--- src/rtl/writeback_arbiter.sv ---
// Writeback arbiter: ALU results own the register-file write port, late load data
// waits in an in-order queue and drains into idle slots, with a starvation bound.
module writeback_arbiter #(
  parameter int DATA_WIDTH   = 32,
  parameter int ADDR_WIDTH   = 5,
  parameter int DEPTH        = 4,
  parameter int STARVE_LIMIT = 8
) (
  input  logic                       CLK,
  input  logic                       RST,
  input  logic                       ALU_VALID,
  input  logic [ADDR_WIDTH-1:0]      ALU_RD,
  input  logic [DATA_WIDTH-1:0]      ALU_RESULT,
  output logic                       ALU_READY,
  input  logic                       LD_VALID,
  input  logic [ADDR_WIDTH-1:0]      LD_RD,
  input  logic [DATA_WIDTH-1:0]      LD_DATA,
  output logic                       LD_READY,
  output logic [(1<<ADDR_WIDTH)-1:0] PENDING,
  output logic [ADDR_WIDTH-1:0]      A3,
  output logic [DATA_WIDTH-1:0]      WD,
  output logic                       WE
);

  localparam int PTR_W = $clog2(DEPTH);
  localparam int CNT_W = PTR_W + 1;
  localparam int ST_W  = $clog2(STARVE_LIMIT + 1);
  localparam int NREG  = 1 << ADDR_WIDTH;

  logic [ADDR_WIDTH-1:0] rd_mem_q   [DEPTH];
  logic [DATA_WIDTH-1:0] data_mem_q [DEPTH];
  logic [PTR_W-1:0]      wr_ptr_q, wr_ptr_d;
  logic [PTR_W-1:0]      rd_ptr_q, rd_ptr_d;
  logic [CNT_W-1:0]      count_q, count_d;
  logic [ST_W-1:0]       starve_q, starve_d;
  logic [ADDR_WIDTH-1:0] a3_q, a3_d;
  logic [DATA_WIDTH-1:0] wd_q, wd_d;
  logic                  we_q, we_d;

  logic                  force_s;
  logic                  alu_take_s;
  logic                  pop_s;
  logic                  push_s;
  logic                  not_empty_s;
  logic [DEPTH-1:0]      entry_valid_s;
  logic [NREG-1:0]       pending_s;

  assign not_empty_s = (count_q != {CNT_W{1'b0}});
  assign force_s     = not_empty_s && (starve_q == ST_W'(STARVE_LIMIT));
  assign ALU_READY   = !force_s;
  assign LD_READY    = (count_q < CNT_W'(DEPTH));
  assign alu_take_s  = ALU_VALID && !force_s && (ALU_RD != {ADDR_WIDTH{1'b0}});
  assign pop_s       = !alu_take_s && not_empty_s;
  // Loads to x0 complete the handshake but never occupy a queue entry.
  assign push_s      = LD_VALID && LD_READY && (LD_RD != {ADDR_WIDTH{1'b0}});

  // A physical entry is live when its distance from the read pointer is below count.
  for (genvar j = 0; j < DEPTH; j++) begin : g_valid
    assign entry_valid_s[j] = ({1'b0, PTR_W'(j) - rd_ptr_q} < count_q);
  end

  // Pending-write mask: OR of one-hot destination over live entries.
  always_comb begin
    pending_s = {NREG{1'b0}};
    for (int j = 0; j < DEPTH; j++) begin
      pending_s = pending_s | ({NREG{entry_valid_s[j]}} & (NREG'(1) << rd_mem_q[j]));
    end
  end
  assign PENDING = pending_s;

  // Next-state for pointers, occupancy, starvation counter and the write slot.
  always_comb begin
    wr_ptr_d = push_s ? wr_ptr_q + PTR_W'(1) : wr_ptr_q;
    rd_ptr_d = pop_s  ? rd_ptr_q + PTR_W'(1) : rd_ptr_q;
    count_d  = count_q + CNT_W'(push_s) - CNT_W'(pop_s);

    if (!not_empty_s || pop_s) begin
      starve_d = {ST_W{1'b0}};
    end else if (alu_take_s && (starve_q != ST_W'(STARVE_LIMIT))) begin
      starve_d = starve_q + ST_W'(1);
    end else begin
      starve_d = starve_q;
    end

    if (alu_take_s) begin
      we_d = 1'b1;
      a3_d = ALU_RD;
      wd_d = ALU_RESULT;
    end else if (pop_s) begin
      we_d = 1'b1;
      a3_d = rd_mem_q[rd_ptr_q];
      wd_d = data_mem_q[rd_ptr_q];
    end else begin
      we_d = 1'b0;
      a3_d = a3_q;
      wd_d = wd_q;
    end
  end

  // State and registered register-file port.
  always_ff @(posedge CLK or negedge RST) begin
    if (!RST) begin
      wr_ptr_q <= {PTR_W{1'b0}};
      rd_ptr_q <= {PTR_W{1'b0}};
      count_q  <= {CNT_W{1'b0}};
      starve_q <= {ST_W{1'b0}};
      a3_q     <= {ADDR_WIDTH{1'b0}};
      wd_q     <= {DATA_WIDTH{1'b0}};
      we_q     <= 1'b0;
      for (int j = 0; j < DEPTH; j++) begin
        rd_mem_q[j]   <= {ADDR_WIDTH{1'b0}};
        data_mem_q[j] <= {DATA_WIDTH{1'b0}};
      end
    end else begin
      wr_ptr_q <= wr_ptr_d;
      rd_ptr_q <= rd_ptr_d;
      count_q  <= count_d;
      starve_q <= starve_d;
      a3_q     <= a3_d;
      wd_q     <= wd_d;
      we_q     <= we_d;
      if (push_s) begin
        rd_mem_q[wr_ptr_q]   <= LD_RD;
        data_mem_q[wr_ptr_q] <= LD_DATA;
      end else begin
        rd_mem_q[wr_ptr_q]   <= rd_mem_q[wr_ptr_q];
        data_mem_q[wr_ptr_q] <= data_mem_q[wr_ptr_q];
      end
    end
  end

  assign A3 = a3_q;
  assign WD = wd_q;
  assign WE = we_q;

endmodule

--- config.mk ---
export PLATFORM = sky130hd
export DESIGN_NAME = writeback_arbiter
export DESIGN_NICKNAME = d
export VERILOG_FILES = /design/src/rtl/writeback_arbiter.sv
export SDC_FILE = /design/constraint.sdc
export NUM_CORES = 1
export LEC_CHECK = 0
export ABC_AREA = 1
export BUFFER_PORTS_ARGS = -buffer_cell sky130_fd_sc_hd__buf_4
export CORE_MARGIN = 1
export CORE_UTILIZATION = 41
export CTS_CLUSTER_DIAMETER = 80
export CTS_CLUSTER_SIZE = 14
export DETAILED_ROUTE_END_ITERATION = 6
export MAX_ROUTING_LAYER = met4
export PLACE_DENSITY_LB_ADDON = 0.05
export SLEW_MARGIN = 0
export SYNTH_ARGS = -nofsm -noshare
export SYNTH_HDL_FRONTEND = slang
export SYNTH_SLANG_ARGS = --single-unit
--- constraint.sdc ---
create_clock -name CLK -period 3.4 [get_ports CLK]
set_input_delay 0.68 -clock CLK [delete_from_list [all_inputs] [get_ports CLK]]
set_output_delay 0.68 -clock CLK [all_outputs]
set_load 0.01 [all_outputs]
==> Word-level counts from Yosys, hierarchy flattened <==
Cells that the tools add are included.
{ "totals": {"reg_bits": 197, "in_bits": 78, "output_inout_bits": 72} }
{ "op_classes": {"n_addsub": 9, "n_lt_le_gt_ge": 8, "n_eq_ne": 2, "shifts": 4, "mux": 30, "bitwise": 9, "reduce_logical": 17} }
{ "op_table": {"columns": ["operator", "count"], "rows": [
  ["bitwise mux 128 bit", 2],
  ["2-to-1 mux 32 bit", 7],
  ["bitwise AND 32 bit", 4],
  ["binary-select mux 32 bit (select 2 bit)", 2],
  ["2-to-1 mux 128 bit", 1],
  ["left shift 1 x 5 -> 32 bit, first input constant", 4],
  ["bitwise OR 32 bit", 3],
  ["demux 32 bit (select 2 bit)", 1],
  ["bitwise mux 20 bit", 2],
  ["2-to-1 mux 5 bit", 7],
  ["binary-select mux 5 bit (select 2 bit)", 2],
  ["2-to-1 mux 20 bit", 1],
  ["< comparator 2 x 3 -> 1 bit", 4],
  ["demux 5 bit (select 2 bit)", 1],
  ["nonzero test 5 bit", 2],
  ["logical AND 1 bit", 8],
  ["2-to-1 mux 4 bit", 2],
  ["greater-or-equal comparator 3 bit, second input constant", 2],
  ["NOT 2 -> 3 bit", 2],
  ["adder 2 x 1 -> 2 bit, second input constant", 2],
  ["adder 4 x 1 -> 4 bit, second input constant", 1],
  ["equality test 4 bit, second input constant", 1],
  ["!= test 4 bit, second input constant", 1],
  ["nonzero test 2 bit", 2],
  ["10 further kinds", 15]
]} }

==> Depth between registers and ports, before layout <==
Gate-level depths: netlist of run 1.
{ "logic_depth": {"word_depth": 9, "depth_mapped": 14, "depth_no_buf": 14} }

==> Worst setup path after synthesis of run 1 <==
OpenSTA, ideal clock, no wires.
{ "synth_path": {"path_kind": "register -> output", "start": "reg rd_ptr_q[1]", "end": "out PENDING[19]", "arrival_ps": 1974, "required_ps": 2720, "path_slack_ps": 746, "stages_incl_launch_ff": 11, "n_path_buf": 3, "cell_sequence": "dfrtp_1 > clkbuf_1 > clkbuf_1 > nand2_1 > nand2_1 > inv_1 > ha_1 > a31oi_4 > buf_4 > nand3_1 > nand3_1"} }
{ "synth_between": {"elab_chain_cells": 6, "elab_cells_between_ends": 15, "classes_between": "add/sub: 4; order compare: 4; bitwise: 7"} }
{ "synth_rtl": {"columns": ["element", "line", "text"], "rows": [
  ["start, declared", "33", "logic [PTR_W-1:0] rd_ptr_q, rd_ptr_d;"],
  ["start signal, assigned", "104", "rd_ptr_q <= {PTR_W{1'b0}};"],
  ["start signal, assigned", "116", "rd_ptr_q <= rd_ptr_d;"],
  ["subtractor 1 x 2 -> 2 bit", "59", "assign entry_valid_s[j] = ({1'b0, PTR_W'(j) - rd_ptr_q} < count_q);"],
  ["< comparator 2 x 3 -> 1 bit", "59", null],
  ["bitwise AND 32 bit", "66", "pending_s = pending_s | ({NREG{entry_valid_s[j]}} & (NREG'(1) << rd_mem_q[j]));"],
  ["bitwise OR 32 bit (2 in series)", "66", null],
  ["bitwise OR 32 bit *", "66", null],
  ["end, declared", "19", "output logic [(1<<ADDR_WIDTH)-1:0] PENDING,"]
]} }
Mark *: on every way between the ends. The rest lies on a longest branch, timed or not.

==> Final worst setup path of run 1 <==
{ "layout_path": {"start": "reg rd_ptr_q[0]", "end": "out PENDING[16]"} }
The elaborated chain is that of the path after synthesis.

==> qor.yml, run 1 <==
yosys:
  synth_area_leaders: "dfrtp_1 (35%), nand3_1 (18%), nand2_1 (15%), nand4_1 (9.2%), nor2_1 (6.0%)"
  synth-seq-cells: 197
  ys_warn_count: 0
  synth_top_area_cell: "dfrtp_1"
  syn_area_um2: 14200
  synth_fp_nets: 2269
  yosysUniqueCellTypes: 31
  yosysTopAreaCellShare_pct: 34.6
  avgSynthCellArea_um2: 6.54
  syn_inst: 2178
  seq_area_frac_synth_pct: 34.6
  synthFlopType: "dfrtp_1"
  synth-edff-count: 0
  synthArstFlopShare_pct: 100
cells_and_area:
  filler_cell_count: 3598
  diodes: 0
  post-route-util_pct: 47.4
  syn_to_final_growth_pct: 12.7
  drive_gt1_share_pct: 12.1
  fin_nets: 2286
sta:
  fin_crit_sh_pct: 96.6
  relSlewSlack_pct: 34.8
  setup_viol: 0
  tightest_slew_ns: 0.976
  tns_ns: 0
  hold_violations: 0
  max_freq_ghz: 0.304
  skew_ns: 0.0164
  min_period_ns: 3.28
  slew_violations: 0
die:
  core_area_um2: 33900
  die_w_um: 188
  initial_utilization_pct: 42.1
  die_y_um: 188
  fp-row-count: 67
  die-area_um2: 35500
  ios: 150
global_route:
  grt_antenna_before_repair: 0
  grt_pass1_vias: 14389
  grt_pass1_wl_mm: 83.9
  grt_max_degree: 152
  gr-total-overflow: 0
  grt_usage_pct: 30.8
critical_path:
  crit_path_max_incr_delay_ns: 0.59
  arrival_ns: 2.60
  critPathBufInv: 4
  critPathMostFrequentCell: "buf_4"
  crit_family: "buffers and inverters"
  slowest_stage: "dfrtp_4"
  worstPathRequired_ns: 2.72
  path_max_fanout: 31
  worst_setup_path_end_kind: "output port"
  worstSetupStartpoint: "rd_ptr_q[0]$_DFFE_PN0P_"
  crit_chain: "inv_2 > buf_4 > nand2_2 > a31oi_4 > buf_4 > a21oi_1 > nand2_1 > buf_4"
  reg2reg_from: "count_q[2]$_DFF_PN0_"
  crit_type: "register to output port"
  start_kind: "register"
detailed_routing:
  vias_per_cell: 5.90
  drt_iter0_markers: 1651
  wire_per_inst_um: 19.8
  wl_mm: 52.7
  dr_total_vias: 15682
  drtAntennaViolNets: 0
  drc: 0
  drt-pass1-iter-count: 6
flow_run:
  cap_violations: 0
power_and_ir_drop:
  p_per_area_nw_per_um2: 1050
  power_leakage_nw: 7.57
  worst_ir_drop_vdd_mv: 0.646
  p_total_mw: 16.9
clocking:
  clk_pin_slew_ns: 0.09
  cts_tree: "built"
  root_buffer: "clkbuf_16"
  htreeDepth: 4
  clock_latency_ns: 0.47
  cts_buffer_depth: 2
  numCtsBuffers: 17
  cts.sinks: 197
status:
  outcome: "completed"
placement:
  globalplace.congestion: 1.01
  port_buffers: 149
  dp_hpwl_mm: 31.7
min_path:
  hold_class: "input port to asynchronous set/reset pin"
-- synth_stat cells, types with 2 or more instances --
cell type	n
nand2_1	566
nand3_1	502
nor2_1	226
nand4_1	210
dfrtp_1	197
o21ai_0	102
clkbuf_1	80
buf_2	72
inv_1	72
buf_1	21
buf_4	21
a21oi_1	19
o211ai_1	17
nor3_1	15
ha_1	12
buf_6	10
inv_2	8
clkinv_1	5
nand2_2	4
nor3_2	4
xor2_1	3
a21oi_2	2
xnor2_1	2
-- layout by cell type, fill, tap and decap left out, drive strengths merged, types with 19 or more instances in the layout --
cell / n
nand4: 210
nor2: 228
dfrtp: 197
nand2: 571
a21oi: 21
inv: 84
o21ai: 102
buf: 201
nand3: 503
nor3: 19
-- path summary, 6_finish.rpt --
kind                                               end  slack (ns)  cells after the start
setup / recovery                           PENDING[16]        0.12                      8
hold / removal                       WD[9]$_DFFE_PN0P_        0.17                      1
setup reg to reg                  count_q[2]$_DFF_PN0_        0.87                     12
hold reg to reg            data_mem_q[104]$_DFFE_PN0P_        0.50                      2
max in group asynchronous      wr_ptr_q[0]$_DFFE_PN0N_        2.31                      2
min in group CLK                     WD[5]$_DFFE_PN0P_        0.46                      3
-- repair_timing --
item / CTS / global route
hold buffers: 0 / 0
buffers inserted: 0 / 3
endpoints found under the setup margin: 4 / 32
resized for setup: 1 / 4
-- registers in the layout, summed over array words and instances (netlist names) --
name and count:
count_q 3, WD 32, data_mem_q 128, starve_q 4
rd_mem_q 20, WE 1, wr_ptr_q 2, A3 5
rd_ptr_q 2
-- layer usage --
metal | share of wire [%] | vias up | GRT usage [%]
met5 | 0 | - | -
met4 | 1.8 | 0 | 7.13
met3 | 7.7 | 74 | 4.64
met2 | 44 | 659 | 45.6
met1 | 47 | 7483 | 44.0
li1 | - | 7466 | -
-- where the power goes --
part / total (mW) / internal (mW) / switching [mW]
logic: 10.3 / 3.16 / 7.17
registers: 4.47 / 3.45 / 1.02
clock network: 2.15 / 1.10 / 1.04
total: 16.9 / 7.71 / 9.23
-- cell families after synthesis --
group | after synthesis | share of synthesized area (%)
xor gates and xnor gates | 5 | 0.307
AOI/OAI and AO/OA | 141 | 5.42
adders and majority gates | 13 | 1.19
buffers and inverters | 289 | 9.32
DFF | 197 | 34.6
and+or+nand+nor | 1533 | 49.2
-- stage by stage --
step                      hold WS, ns  std cells  cell area (um^2)  setup WS (ns)
after floorplan                 0.384       2178             14200          0.746
after global placement          0.482       2621             15400          0.521
after detailed placement        0.482       2621             15400          0.488
after CTS                       0.164       2653             16000         0.0411
after global routing            0.182       2656             16100        -0.0108
final                           0.170       2656             16100          0.115
-- worst reg2reg max path: cells and delay by family, from the launching register on --
kind	cells	cell delay, ns
xor+xnor	2	0.36
flops	1	0.56
fa+ha+maj	3	0.86
simple gates	5	0.57
buf+inv	2	0.11
-- cell type report --
cell class | count | area, um^2 | area share [%]
multi-input combinational | 1692 | 8020 | 49.9
sequential | 197 | 4940 | 30.7
timing repair buffer | 202 | 1630 | 10.1
tap | 448 | 561 | 3.49
clock buffer | 17 | 425 | 2.65
inverter | 85 | 323 | 2.01
clock inverter | 15 | 170 | 1.06
No activity file was read; power rests on OpenSTA's default activity.
==> run 2: changes to the inputs <==
Settings changed: GPL_TIMING_DRIVEN set to 0.
==> run 2 against run 1 <==
Effect of this change: wire length is 26% higher; worst hold slack better by 0.087 ns; final area is 4.3% higher; sequential share of layout area is 1.3 points lower; setup slack worse by 0.052 ns; critical path depth is 4 higher; highest routed layer unchanged.
==> qor.yml, run 2 (synthesis gave the netlist of run 1 again) <==
clocking:
  clock_latency_ns: 0.47  # about the same
  hold_buffers: 0  # unchanged
  cts_tree: "built"
  cts_buffer_depth: 2  # unchanged
  htreeDepth: 4  # unchanged
  root_buffer: "clkbuf_16"
  clk_pin_slew_ns: 0.07  # -0.02 ns
  numCtsBuffers: 17  # unchanged
  cts.sinks: 197  # unchanged
die:
  die-area_um2: 35500  # unchanged
  die_w_um: 188  # unchanged
  die_y_um: 188  # unchanged
  ios: 150  # unchanged
  initial_utilization_pct: 42.1  # unchanged
  core_area_um2: 33900  # unchanged
  fp-row-count: 67  # unchanged
critical_path:
  crit_type: "register to output port"
  timing.rr.end: "data_mem_q[97]$_DFFE_PN0P_"
  rr_worst_depth: 7  # -5
  arrival_ns: 2.66  # +0.06 ns
  start_kind: "register"
  path_max_fanout: 10  # -68%
  r2r_setup_slack_ns: 0.18  # -0.69 ns
  worst_setup_path_end_kind: "output port"
  reg2reg_from: "wr_ptr_q[1]$_DFFE_PN0N_"
  worstPathRequired_ns: 2.72  # about the same
detailed_routing:
  drc: 0  # unchanged
  drt_iter0_markers: 2201  # +33%
  dr_total_vias: 17127  # +9.2%
  met1Wirelength_mm: 28.1  # +14%
  drt-pass1-iter-count: 7  # +1
  routed.top_layer: "met4"
  wl_met2_mm: 29.1  # +26%
  vias_per_cell: 6.08  # +3.0%
  met3_length_mm: 6.90  # +70%
  drtAntennaViolNets: 0  # unchanged
  wl_mm: 66.6  # +26%
  wire_per_inst_um: 23.7  # +19%
placement:
  dp_cells: 2776  # +5.9%
  globalplace.congestion: 0.996  # -1.3%
  place_area_um2: 16000  # +3.5%
  preCtsSetupSlack_ns: -0.0977  # -0.585 ns
  dp_hpwl_mm: 48.6  # +53%
  port_buffers: 149  # unchanged
min_path:
  hold_class: "input port to asynchronous set/reset pin"
global_route:
  grt_antenna_before_repair: 0  # unchanged
  grt_pass1_vias: 16042  # +11%
  grt_pass1_wl_mm: 100  # +20%
  gr-total-overflow: 0  # unchanged
  grt_max_degree: 112  # -26%
  grt_usage_pct: 38.7  # +7.9 points
cells_and_area:
  filler_cell_count: 3599  # +0.028%
  top_register: "data_mem_q"
  fin_nets: 2447  # +7.0%
  layout.cells.non_filler: 2815  # +6.0%
  mostFrequentLayoutCells: "nand2_1 (563), nand3_1 (501), nor2_1 (221), nand4_1 (210), dfrtp_1 (196)"
  syn_to_final_growth_pct: 17.5
  post-route-util_pct: 49.5  # +2.0 points
  diodes: 0  # unchanged
  drive_gt1_share_pct: 14.1  # +1.9 points
  largest_reg_flops: 128  # unchanged
  layout_commonest_cell: "nand2_1"
  final_area_um2: 16700  # +4.3%
status:
  outcome: "completed"
sta:
  tns_ns: 0  # unchanged
  min_period_ns: 3.34  # +0.0515 ns
  fin_ws_ns: 0.0638  # -0.0515 ns
  hold_violations: 0  # unchanged
  rsz0062_at_grt: "yes"
  max_freq_ghz: 0.300  # -1.5%
  fin_crit_sh_pct: 98.1  # +1.5 points
  relSlewSlack_pct: 38.6  # +3.8 points
  skew_ns: 0.0148  # -0.00158 ns
  hold_ws_ns: 0.257  # +0.0872 ns
  slew_violations: 0  # unchanged
  setup_viol: 0  # unchanged
  tightest_slew_ns: 0.920  # -0.0556 ns
power_and_ir_drop:
  worst_ir_drop_vdd_mv: 0.607  # -6.1%
  p_total_mw: 18.6  # +9.6%
  power_leakage_nw: 7.92  # +4.6%
  p_per_area_nw_per_um2: 1110  # +5.1%
flow_run:
  cap_violations: 0  # unchanged
## run 2: cell types whose count changed in the layout (fill, tap and decap cells not counted), moves of 5 or more
cell / previous run / this run
buf_1: 0 / 21
buf_12: 8 / 0
buf_2: 0 / 69
buf_4: 192 / 175
buf_6: 1 / 17
clkbuf_1: 0 / 77
nor2_1: 226 / 221
nor2_2: 1 / 6
## run 2: final cells by class
| class | count | area (um^2) | area share (%) |
|---|---|---|---|
| buffer | 203 | 1070 | 6.38 |
| clock buffer | 20 | 457 | 2.73 |
| clock inverter | 10 | 124 | 0.740 |
| inverter | 85 | 322 | 1.92 |
| multi-input combinational | 1692 | 8060 | 48.1 |
| sequential | 197 | 4930 | 29.4 |
| tap | 448 | 561 | 3.35 |
| timing repair buffer | 160 | 1230 | 7.36 |
## run 2: how the worst max path moves through the flow
stage | startpoint | end | depth (start not counted)
after floorplan | rd_ptr_q[1]$_DFFE_PN0P_ | PENDING[19] | 10
after global placement | rd_ptr_q[1]$_DFFE_PN0P_ | PENDING[22] | 13
after detailed placement | rd_ptr_q[1]$_DFFE_PN0P_ | PENDING[22] | 13
after CTS | rd_ptr_q[1]$_DFFE_PN0P_ | PENDING[31] | 12
after global routing | rd_ptr_q[0]$_DFFE_PN0P_ | PENDING[31] | 12
final | rd_ptr_q[0]$_DFFE_PN0P_ | PENDING[15] | 12
## run 2: metal layers
layer  GRT usage (%)  vias up
met3            7.11      164
met4            14.7        0
li1                -     7778
met2            57.0     1032
met1            52.7     8153
met5               -        -
## run 2: power breakdown
part / internal [mW] / leakage [nW] / switching [mW] / total [mW]
Clock: 1.12 / 0.279 / 1.01 / 2.13
Sequential: 3.44 / 2.46 / 0.883 / 4.33
Combinational: 3.57 / 5.18 / 8.53 / 12.1
## run 2: timing repair
action	4_1_cts	5_1_grt
hold endpoints to repair	0	0
pin swaps	3	2
setup endpoints to repair	32	32
cloned	0	1
resized for setup	23	20
setup buffers	9	0
## run 2: worst max-delay path, cell delays in order (launching register included)
cell and delay (ns):
dfrtp_2 0.47, buf_8 0.15, buf_4 0.16, nand2_1 0.09, nand2_2 0.07, ha_1 0.28
nand3_1 0.09, nand2_2 0.15, buf_6 0.17, nor2_1 0.04, nor2_1 0.16, nand3_1 0.15
buf_4 0.18
==> run 3: changes to the inputs <==
Settings changed: ABC_AREA 1 to unset.
==> run 3 against run 2 <==
Effect of this change: global-route usage is 11 points lower; die area decreased by 24%; setup slack worse by 0.022 ns; combinational power shrank 37%; sequential share of layout area up 7.9 points; worst hold slack got worse by 0.067 ns; flip-flop and latch count unchanged; sequential power is 8.3% lower; synthesized area is 24% lower; clock power fell by 4%; first-iteration DRC count is 60% lower; clock skew about the same.
==> qor.yml, run 3 <==
placement:
  dp_cells: 1509  # -46%
  globalplace.congestion: 0.927  # -6.9%
  dp_hpwl_mm: 24.1  # -51%
  port_buffers: 149  # unchanged
  preCtsSetupSlack_ns: -0.642  # -0.544 ns
detailed_routing:
  dr_total_vias: 9081  # -47%
  drc: 0  # unchanged
  drtAntennaViolNets: 0  # unchanged
  drt-pass1-iter-count: 6  # -1
  wire_per_inst_um: 22.6  # -4.6%
  drt_iter0_markers: 877  # -60%
  wl_mm: 34.8  # -48%
  vias_per_cell: 5.88  # -3.3%
clocking:
  clock_latency_ns: 0.45  # -0.02 ns
  clk_pin_slew_ns: 0.08  # about the same
  cts_buffer_depth: 2  # unchanged
  root_buffer: "clkbuf_16"
  cts_tree: "built"
  numCtsBuffers: 17  # unchanged
  cts.sinks: 197  # unchanged
  hold_buffers: 0  # unchanged
  htreeDepth: 4  # unchanged
cells_and_area:
  diodes: 0  # unchanged
  largest_reg_flops: 128  # unchanged
  filler_cell_count: 2440  # -32%
  fin_nets: 1287  # -47%
  layout_commonest_cell: "dfrtp_1"
  syn_to_final_growth_pct: 22.2
  mostFrequentLayoutCells: "dfrtp_1 (194), nor2_1 (172), buf_4 (157), a21oi_1 (149), mux4_2 (74)"
  top_register: "data_mem_q"
  layout.cells.non_filler: 1544  # -45%
  drive_gt1_share_pct: 25.9  # +12 points
yosys:
  synthFlopType: "dfrtp_1"
  synth_top_area_cell: "dfrtp_1"
  synth_area_leaders: "dfrtp_1 (46%), mux4_2 (15%), a21oi_1 (6.9%), nor2_1 (6.0%), a221o_1 (3.0%)"
  synth-edff-count: 0  # unchanged
  seq_area_frac_synth_pct: 45.5  # +11 points
  syn_inst: 1024  # -53%
  syn_area_um2: 10800  # -24%
  avgSynthCellArea_um2: 10.6  # +62%
  synthArstFlopShare_pct: 100  # unchanged
  ys_warn_count: 0  # unchanged
  synth_fp_nets: 1115  # -51%
  synth-seq-cells: 197  # unchanged
  yosysUniqueCellTypes: 52  # +68%
  yosys-top-cells-count: "dfrtp_1 (197), nor2_1 (172), a21oi_1 (149)"
  yosysMostFrequentCell: "dfrtp_1"
  yosysTopAreaCellShare_pct: 45.5  # +11 points
sta:
  fin_ws_ns: 0.0419  # -0.0219 ns
  min_period_ns: 3.36  # +0.0219 ns
  max_freq_ghz: 0.298  # -0.65%
  hold_violations: 0  # unchanged
  relSlewSlack_pct: 37.5  # -1.1 points
  rsz0062_at_grt: "yes"
  tightest_slew_ns: 0.937  # +0.0166 ns
  skew_ns: 0.0148  # -0.0000515 ns
  setup_viol: 0  # unchanged
  slew_violations: 0  # unchanged
  fin_crit_sh_pct: 98.8  # +0.64 points
  hold_ws_ns: 0.190  # -0.0672 ns
power_and_ir_drop:
  p_total_mw: 13.6  # -27%
  p_per_area_nw_per_um2: 1030  # -7.2%
  worst_ir_drop_vdd_mv: 0.520  # -14%
  power_leakage_nw: 5.56  # -30%
critical_path:
  crit_chain: "buf_12 > xnor2_4 > ha_1 > nand2b_1 > nor2_1 > nor3_4 > a221o_1 > buf_4"
  worstSetupStartpoint: "rd_ptr_q[1]$_DFFE_PN0P_"
  slowest_stage: "dfrtp_2"
  start_kind: "register"
  worst_setup_path_end_kind: "output port"
  reg2reg_from: "starve_q[0]$_DFFE_PN0P_"
  path_max_fanout: 10  # unchanged
  crit_path_max_incr_delay_ns: 0.47  # about the same
  crit_type: "register to output port"
  arrival_ns: 2.68  # +0.02 ns
  worstPathRequired_ns: 2.72  # about the same
global_route:
  gr-total-overflow: 0  # unchanged
  grt_usage_pct: 27.4  # -11 points
  grt_max_degree: 119  # +6.3%
  grt_pass1_wl_mm: 53.3  # -47%
  grt_pass1_vias: 8944  # -44%
  grt_antenna_before_repair: 0  # unchanged
die:
  fp-row-count: 59  # -12%
  die_y_um: 164  # -13%
  core_area_um2: 26000  # -23%
  initial_utilization_pct: 41.7  # -0.42 points
  die-area_um2: 27100  # -24%
  ios: 150  # unchanged
  die_w_um: 164  # -13%
min_path:
  hold_class: "input port to asynchronous set/reset pin"
flow_run:
  cap_violations: 0  # unchanged
status:
  outcome: "completed"
[run 3: metal layers]
layer  up-vias  track usage (%)  part of all wire (%)
met5         -                -                     0
met2       348             42.5                    48
met3        42             4.12                   6.6
met4         0             6.92                   1.5
met1      4561             37.8                    44
li1       4130                -                     -
[run 3: worst max-delay path: cells and delay by family (launching register included)]
family	cells	cell delay, ns
DFF	1	0.47
AOI/OAI and AO/OA	1	0.40
and+or+nand+nor	3	0.65
adders and majority gates	1	0.27
xor gates and xnor gates	1	0.12
buffers and inverters	2	0.33
[run 3: stage by stage]
step / utilization, % / area (um^2) / TNS (ns)
final: 50.9 / 13200 / 0
after global routing: 50.9 / 13200 / -0.250
after CTS: 50.5 / 13100 / 0
after detailed placement: 47.7 / 12400 / -12.54
after global placement: 47.6 / 12400 / -13.75
after floorplan: - / 10800 / 0
[run 3: path summary, 6_finish.rpt]
path	endpoint	slack, ns	cells past startpoint
setup / recovery	PENDING[24]	0.04	8
hold / removal	count_q[2]$_DFF_PN0_	0.19	1
setup reg to reg	count_q[2]$_DFF_PN0_	0.27	11
hold reg to reg	starve_q[0]$_DFFE_PN0P_	0.50	1
max in group asynchronous	data_mem_q[69]$_DFFE_PN0P_	2.16	2
min in group CLK	WD[30]$_DFFE_PN0P_	0.45	3
[run 3: cell type report]
cell class	instances	area, um^2	share of cell area (%)
buffer	76	349	2.64
clock buffer	18	439	3.32
clock inverter	14	155	1.17
inverter	53	199	1.50
multi-input combinational	697	5550	41.9
sequential	197	4930	37.3
tap	335	419	3.17
timing repair buffer	154	1180	8.95
[run 3: power breakdown]
group	internal (mW)	switching [mW]
logic	3.16	4.40
clock network	1.01	1.04
registers	3.27	0.704
[run 3: what timing repair did]
item                       CTS  global route
buffers inserted             3             1
setup endpoints to repair   32            32
gates resized for setup     23            15
pin swaps                    1             3
[run 3: cells by family (layout without fill, tap and decap cells)]
family	count (synthesis)	count (layout)	synth area share, %
AOI/OAI and AO/OA	311	311	18.2
buffers and inverters	130	315	4.85
adders and majority gates	13	13	1.57
DFF	197	197	45.5
xor gates and xnor gates	8	8	0.647
and+or+nand+nor	258	258	10.7
muxes	107	107	18.5
